[src/rtl/sign_search.sv]
// sign_search: exhaustive sign search over c0 +/- c1 +/- c2 +/- c3.
// After start, one sign code {c1s,c2s,c3s} is tried per cycle, 0 through 7,
// and the code whose exact sum lies closest to target is kept (lowest code wins ties).
// The winner is published with a one-cycle done pulse, ten cycles after start.
module sign_search (
    input  logic        clk,
    input  logic        rst_n,
    input  logic        start,
    input  logic [15:0] target,
    input  logic [15:0] c0,
    input  logic [15:0] c1,
    input  logic [15:0] c2,
    input  logic [15:0] c3,
    output logic        busy,
    output logic        done,
    output logic        c1s,
    output logic        c2s,
    output logic        c3s,
    output logic [15:0] sum,
    output logic [17:0] err
);

    typedef enum logic [1:0] {
        IDLE   = 2'd0,
        SEARCH = 2'd1,
        DONE   = 2'd2
    } state_t;

    state_t             r_state;
    state_t             w_nextState;

    logic [15:0]        r_target;
    logic [15:0]        r_c0;
    logic [15:0]        r_c1;
    logic [15:0]        r_c2;
    logic [15:0]        r_c3;
    logic [2:0]         r_count;

    logic [2:0]         r_bestCode;
    logic [15:0]        r_bestSum;
    logic [17:0]        r_bestErr;

    logic               r_done;
    logic [2:0]         r_outCode;
    logic [15:0]        r_outSum;
    logic [17:0]        r_outErr;

    logic signed [18:0] w_term0;
    logic signed [18:0] w_term1;
    logic signed [18:0] w_term2;
    logic signed [18:0] w_term3;
    logic signed [18:0] w_exact;
    logic signed [18:0] w_diff;
    logic signed [18:0] w_absDiff;
    logic [17:0]        w_err;
    logic               w_better;

    // State register; reset drops straight back to IDLE even mid-search.
    always_ff @(posedge clk or negedge rst_n) begin
        if (!rst_n) begin
            r_state <= IDLE;
        end else begin
            r_state <= w_nextState;
        end
    end

    // Next-state logic: start is only looked at in IDLE, so it cannot queue.
    always_comb begin
        w_nextState = r_state;
        case (r_state)
            IDLE:    if (start) w_nextState = SEARCH;
            SEARCH:  if (r_count == 3'd7) w_nextState = DONE;
            DONE:    w_nextState = IDLE;
            default: w_nextState = IDLE;
        endcase
    end

    // Signed evaluation of the current code; 19 bits hold every sum without wrap.
    always_comb begin
        w_term0   = $signed({3'b000, r_c0});
        w_term1   = r_count[2] ? -$signed({3'b000, r_c1}) : $signed({3'b000, r_c1});
        w_term2   = r_count[1] ? -$signed({3'b000, r_c2}) : $signed({3'b000, r_c2});
        w_term3   = r_count[0] ? -$signed({3'b000, r_c3}) : $signed({3'b000, r_c3});
        w_exact   = w_term0 + w_term1 + w_term2 + w_term3;
        w_diff    = $signed({3'b000, r_target}) - w_exact;
        w_absDiff = w_diff[18] ? -w_diff : w_diff;
        w_err     = w_absDiff[17:0];
        w_better  = (r_count == 3'd0) || (w_err < r_bestErr);
    end

    // Operand latch and code counter: inputs are captured only when start is accepted.
    always_ff @(posedge clk or negedge rst_n) begin
        if (!rst_n) begin
            r_target <= 16'd0;
            r_c0     <= 16'd0;
            r_c1     <= 16'd0;
            r_c2     <= 16'd0;
            r_c3     <= 16'd0;
            r_count  <= 3'd0;
        end else if (r_state == IDLE && start) begin
            r_target <= target;
            r_c0     <= c0;
            r_c1     <= c1;
            r_c2     <= c2;
            r_c3     <= c3;
            r_count  <= 3'd0;
        end else if (r_state == SEARCH) begin
            r_count  <= r_count + 3'd1;
        end
    end

    // Running best: code 0 always seeds it, later codes must be strictly better.
    always_ff @(posedge clk or negedge rst_n) begin
        if (!rst_n) begin
            r_bestCode <= 3'd0;
            r_bestSum  <= 16'd0;
            r_bestErr  <= 18'd0;
        end else if (r_state == SEARCH && w_better) begin
            r_bestCode <= r_count;
            r_bestSum  <= w_exact[15:0];
            r_bestErr  <= w_err;
        end
    end

    // Result registers: loaded from the running best in DONE and then held.
    always_ff @(posedge clk or negedge rst_n) begin
        if (!rst_n) begin
            r_done    <= 1'b0;
            r_outCode <= 3'd0;
            r_outSum  <= 16'd0;
            r_outErr  <= 18'd0;
        end else if (r_state == DONE) begin
            r_done    <= 1'b1;
            r_outCode <= r_bestCode;
            r_outSum  <= r_bestSum;
            r_outErr  <= r_bestErr;
        end else begin
            r_done    <= 1'b0;
        end
    end

    assign busy = (r_state == SEARCH);
    assign done = r_done;
    assign c1s  = r_outCode[2];
    assign c2s  = r_outCode[1];
    assign c3s  = r_outCode[0];
    assign sum  = r_outSum;
    assign err  = r_outErr;

endmodule

[config.mk]
export PLATFORM = sky130hd
export DESIGN_NAME = sign_search
export DESIGN_NICKNAME = d
export VERILOG_FILES = /design/src/rtl/sign_search.sv
export SDC_FILE = /design/constraint.sdc
export NUM_CORES = 1
export LEC_CHECK = 0
export ABC_AREA = 1
export CAP_MARGIN = 10
export CORE_ASPECT_RATIO = 0.5
export CORE_UTILIZATION = 43
export DETAILED_ROUTE_END_ITERATION = 6
export PLACE_DENSITY = 0.64
export SYNTH_ARGS = -nofsm -noshare
export SYNTH_HDL_FRONTEND = slang
export SYNTH_SLANG_ARGS = --single-unit
export TNS_END_PERCENT = 5
[constraint.sdc]
create_clock -name clk -period 12.55 [get_ports clk]
set_input_delay 2.51 -clock clk [delete_from_list [all_inputs] [get_ports clk]]
set_output_delay 2.51 -clock clk [all_outputs]
set_load 0.02 [all_outputs]
Word-level counts from Yosys, hierarchy flattened
Index checks and enable logic that the tools add are counted.
Cells by class
  add/subtract/negate cells: 9
  div/mod/pow operators: 0
  bitwise gates (word level): 0
  mux-type cells: 10
  $mul: 0
  reductions and logical operators: 7
  equality and inequality tests: 5
  order comparisons: 1
  shifts and indexed selects: 0
Operators by type and width (number)
  $mux 19: 3
  $neg 16->19: 3
  $add 19x19->19: 2
  $add 17x19->19: 1
  $sub 17x19->19: 1
  $lt 18x18->1: 1
  $mux 18: 1
  $neg 18->18: 1
  $mux 3: 2
  $mux 2: 2
  $pmux 2 s2: 1
  $add 3x1->3 const B: 1
  $eq 3x3->1 const B: 1
  $logic_not 3->1: 1
  $eq 2x1->1 const B: 1
  $eq 2x2->1 const B: 1
  $logic_and 1x1->1: 2
  $logic_not 2->1: 1
  $ne 2x1->1 const B: 1
  $ne 2x2->1 const B: 1
  $reduce_and 2->1: 1
  $reduce_bool 2->1: 1
  $logic_or 1x1->1: 1
  $mux 1: 1
Word-level totals
  memories kept: 0
  ROM bits: 0
  RAM bits: 0
  register bits after elaboration: 160
  latch bits: 0
  output and inout bits: 39
  input bits: 83

Logic depth before layout (Yosys ltp)
  word-level depth: 11
  mapped depth: 48
  depth with buffers taken out: 47

Least setup slack after synthesis
OpenSTA, ideal clock, no wires.
  path type: register to register
  start: register r_c1[0]
  end: register r_bestErr[11]
  setup time: 0.140 ns
  arrival: 6.573 ns
  cell stages (with the launch flop): 45
  setup slack: 5.837 ns
  buffers on the path: 2
  cells stage by stage: dfrtp_1 inv_1 nand3_1 nor3_1 inv_1 nor3_1 nand2_1 nor3_1 nor2_1 xor2_1 fa_1 inv_1 fa_1 inv_1 ha_1 nand2_1 o21ai_0 a21oi_1 (+9 left out) nor2_4 nand3_4 nand2_4 buf_12 nand2_2 nand2_1 inv_1 ha_1 inv_1 nor3_1 o31ai_1 nand2_1 nand2_1 nand3_1 o21ai_0 nand2_1 clkbuf_1 o21ai_0
Between the ends
  word-level cells in the longest chain between the ends: 11
RTL lines
  start, declared: line 34  | logic [15:0] r_c1;
  start signal, assigned: line 96  | r_c1 <= 16'd0;
  start signal, assigned: line 103  | r_c1 <= c1;
  $neg 16->19: line 81  | w_term1 = r_count[2] ? -$signed({3'b000, r_c1}) : $signed({3'b000, r_c1});
  $mux 19 *: line 81
  $add 17x19->19 *: line 84  | w_exact = w_term0 + w_term1 + w_term2 + w_term3;
  $add 19x19->19 * (2 in series): line 84
  $sub 17x19->19 *: line 85  | w_diff = $signed({3'b000, r_target}) - w_exact;
  $neg 18->18: line 86  | w_absDiff = w_diff[18] ? -w_diff : w_diff;
  $mux 18 *: line 86
  via w_absDiff[9]: line 54  | logic signed [18:0] w_absDiff;
  $lt 18x18->1 *: line 88  | w_better = (r_count == 3'd0) || (w_err < r_bestErr);
  $logic_or 1x1->1 *: line 88
  $logic_and 1x1->1 *: line 118  | end else if (r_state == SEARCH && w_better) begin
  end signal, assigned: line 121  | r_bestErr <= w_err;
  end, declared: line 41  | logic [17:0] r_bestErr;
The timed path passes the listed nets; every way through them passes the cells marked *.
A chain may end at the register's enable or synchronous reset.

Worst setup path after layout
  start: register r_count[2]
  end: register r_bestErr[1]
Between the ends
  word-level cells in the longest chain between the ends: 10
RTL lines
  start, declared: line 37  | logic [2:0] r_count;
  start signal, assigned: line 108  | r_count <= r_count + 3'd1;
  $mux 19 *: line 81
  $add 17x19->19 *: line 84
  $add 19x19->19 * (2 in series): line 84
  $sub 17x19->19 *: line 85
  $neg 18->18: line 86
  $mux 18 *: line 86
  via w_absDiff[8]: line 54
  $lt 18x18->1 *: line 88
  $logic_or 1x1->1 *: line 88
  $logic_and 1x1->1 *: line 118
Marked as above.

==> impl_metrics.toml <==
[floorplan]
die_width_um = 229
rows = 41
initial_core_util = 0.439
coreArea_sq_um = 25300
die-area_sq_um = 26500
boundaryPins = 122
die_h_um = 116

[worst_setup_path]
cp-startpoint = "r_count[2]"
crit_slowest_cell = "dfrtp_1"
crit_required_ns = 12.87
path_common_cell = "nand2_1"
critPathKind = "flop to flop"
worst_ep_arrival_time_ns = 9.10
start_kind = "flop"
crit_path_max_fanout = 39
reg2reg_from = "r_count[2]"
worst_r2r_path_depth = 38
cp_slowest_stage_delay_ns = 0.78
cp-end-kind = "flop"

[place]
hpwlAfterDp_um = 22200
port_buffers = 121
gp_congestion = 0.921

[status]
status = "completed"

[clock_network]
cts_sinks = 160
clock-root-buffer = "clkbuf_16"
hold_buffers = 0
cts_tree = "built"
clk_path_buf_depth = 2
clk_latency_ns = 0.46
cts_inserted_buffers = 17
ctsResizeCount = 0
postCtsSetupRepairBufs = 0
cts_htree_levels = 4
clkTransAtPathRegs_ns = 0.06

[grt]
grt_max_degree = 107
overflow = 0
grt_use_total = 0.223
grt_pass1_vias = 9278
grt_pass1_wl_um = 46100
antenna_found_initial = 0

[synthesis]
ys_async_sr_fraction = 1.00
syn-num-nets = 1585
yosysTopAreaCell = "dfrtp_1"
syn_inst = 1406
yosysSeqAreaShare = 0.360
yosysMostFrequentCell = "nand2_1"
synth_commonest_cells = "nand2_1 (360), inv_1 (209), dfrtp_1 (160)"
ys_types = 40
syn_area_sq_um = 11100
synth_edf_count = 0
synth_ff_type = "dfrtp_1"
synthTopCellsByArea = "dfrtp_1 (36%), nand2_1 (12%), inv_1 (7.1%)"
synth_top_area_share = 0.360
avgSynthCellArea_sq_um = 7.90
synth_seq_cells = 160
yosys_warnings = 0

[sta]
period_needed_ns = 8.78
max_slew.worst_pin.slew_ns = 1.00
post-route-period-util = 0.699
setup_viol = 0
maxSlewViolCount = 0
slew_headroom = 0.333
hold_viol_final = 0
tns_ns = 0
fmax_mhz = 114
rsz0062_at_grt = "false"
fin_skew_ns = 0.00979

[final_layout]
nFillCells = 2434
num_antenna_cells = 0
synthToLayoutAreaGrowth_pct = 18.5
nNetsFinal = 1696
drive_gt1_frac = 0.0838

[route]
routedWlPerCell_um = 14.9
firstDrtPassIters = 5
drtIter0Drc = 526
drcViolationCount = 0
routed_wl_um = 27800
viasPerCell = 4.90
via_count = 9178
ant_nets = 0

[worst_hold_path]
holdPathStages = 2
hp-start = "sum[2]"
hp-class = "flop to flop"

[flow_run]
drv_cap = 0
==> logic make-up (layout without fill, tap and decap cells) <==
kind of cell    count (synthesis)  after routing  synth area share
xor+xnor                       62             62            0.0489
buf+inv                       245            367            0.0849
simple gates                  622            622             0.238
flops                         160            160             0.360
compound gates                165            165            0.0795
mux                            56             56            0.0568
fa+ha+maj                      96             96             0.132
==> area by class of cell <==
class	count	area, sq um	share of cell area
Multi-Input combinational cell	1001	6170	0.469
Tap cell	344	430	0.0327
Timing Repair Buffer	125	1240	0.0944
Clock inverter	10	65.1	0.00494
Sequential cell	160	4000	0.304
Clock buffer	20	457	0.0347
Inverter	212	796	0.0605
==> layer usage <==
| layer | GRT usage | vias to the layer above | share of wire |
|---|---|---|---|
| li1 | - | 4681 | - |
| met1 | 0.303 | 4323 | 0.50 |
| met2 | 0.363 | 146 | 0.46 |
| met3 | 0.0408 | 28 | 0.031 |
| met4 | 0.0702 | 0 | 0.014 |
| met5 | 0 | - | 0 |
==> sequential cells by signal, indices dropped and copies added (netlist names) <==
register,cells
done,1
err,18
r_bestCode,3
r_bestErr,18
r_bestSum,16
r_c0,16
r_c1,16
r_c2,16
r_c3,16
r_count,3
r_outCode,3
r_state,2
r_target,16
sum,16
==> through the flow <==
stage | util | hold slack [ns] | cell area [sq um] | worst slack (ns) | std cells
after floorplan | - | 0.449 | 11100 | 5.84 | 1406
after global placement | 0.500 | 0.458 | 12600 | 3.81 | 1842
after detailed placement | 0.500 | 0.467 | 12600 | 3.76 | 1842
after CTS | 0.520 | 0.483 | 13200 | 3.72 | 1872
after global routing | 0.520 | 0.502 | 13200 | 2.71 | 1872
final | 0.520 | 0.476 | 13200 | 3.77 | 1872
==> critical path: cells and delay by family, from the launching register on <==
kind                     cells  cell delay (ns)
AND/OR/NAND/NOR             16             2.57
adder cells (fa/ha/maj)      5             2.04
buffers and inverters        7             1.40
AO/OA/AOI/OAI                8             1.36
flip-flops                   1             0.78
XOR/XNOR                     2             0.47
==> cell usage in the layout (no fill, tap or decap), types with 2 or more instances in the layout <==
master           instances
o31ai_1                  4
nor3_1                  16
nor2_2                   6
inv_2                    2
buf_4                    4
a31oi_1                  3
nand3b_1                 7
mux2_2                  56
nor4_1                   2
xnor2_1                 22
ha_1                    61
clkdlybuf4s50_1        120
or2_2                    2
nand4_1                 15
nand3_4                  2
clkinvlp_4               3
xor2_1                  40
clkinv_2                 5
o21bai_1                 3
nand3_1                 75
o21ai_0                 72
nand3_2                  4
and2_1                   2
clkbuf_8                 2
nand2_1                359
clkbuf_16               17
nor2_1                 117
nand2_2                 12
nand2_4                  2
dfrtp_1                160
o21ai_2                  6
inv_1                  209
fa_1                    35
a21oi_1                 71
==> path summary, 6_finish.rpt <==
| check | endpoint | slack, ns |
|---|---|---|
| worst max-delay path | r_bestErr[1] | 3.77 |
| min in group asynchronous | r_bestErr[12] | 2.14 |
| worst max register to register | r_bestErr[1] | 3.77 |
| worst min register to register | sum[2] | 0.48 |
| worst min-delay path | sum[2] | 0.48 |
| max in group asynchronous | r_c2[1] | 9.03 |
Power is not shown: default switching activity piles up to over one toggle a cycle in this logic, so the estimate is an artifact.
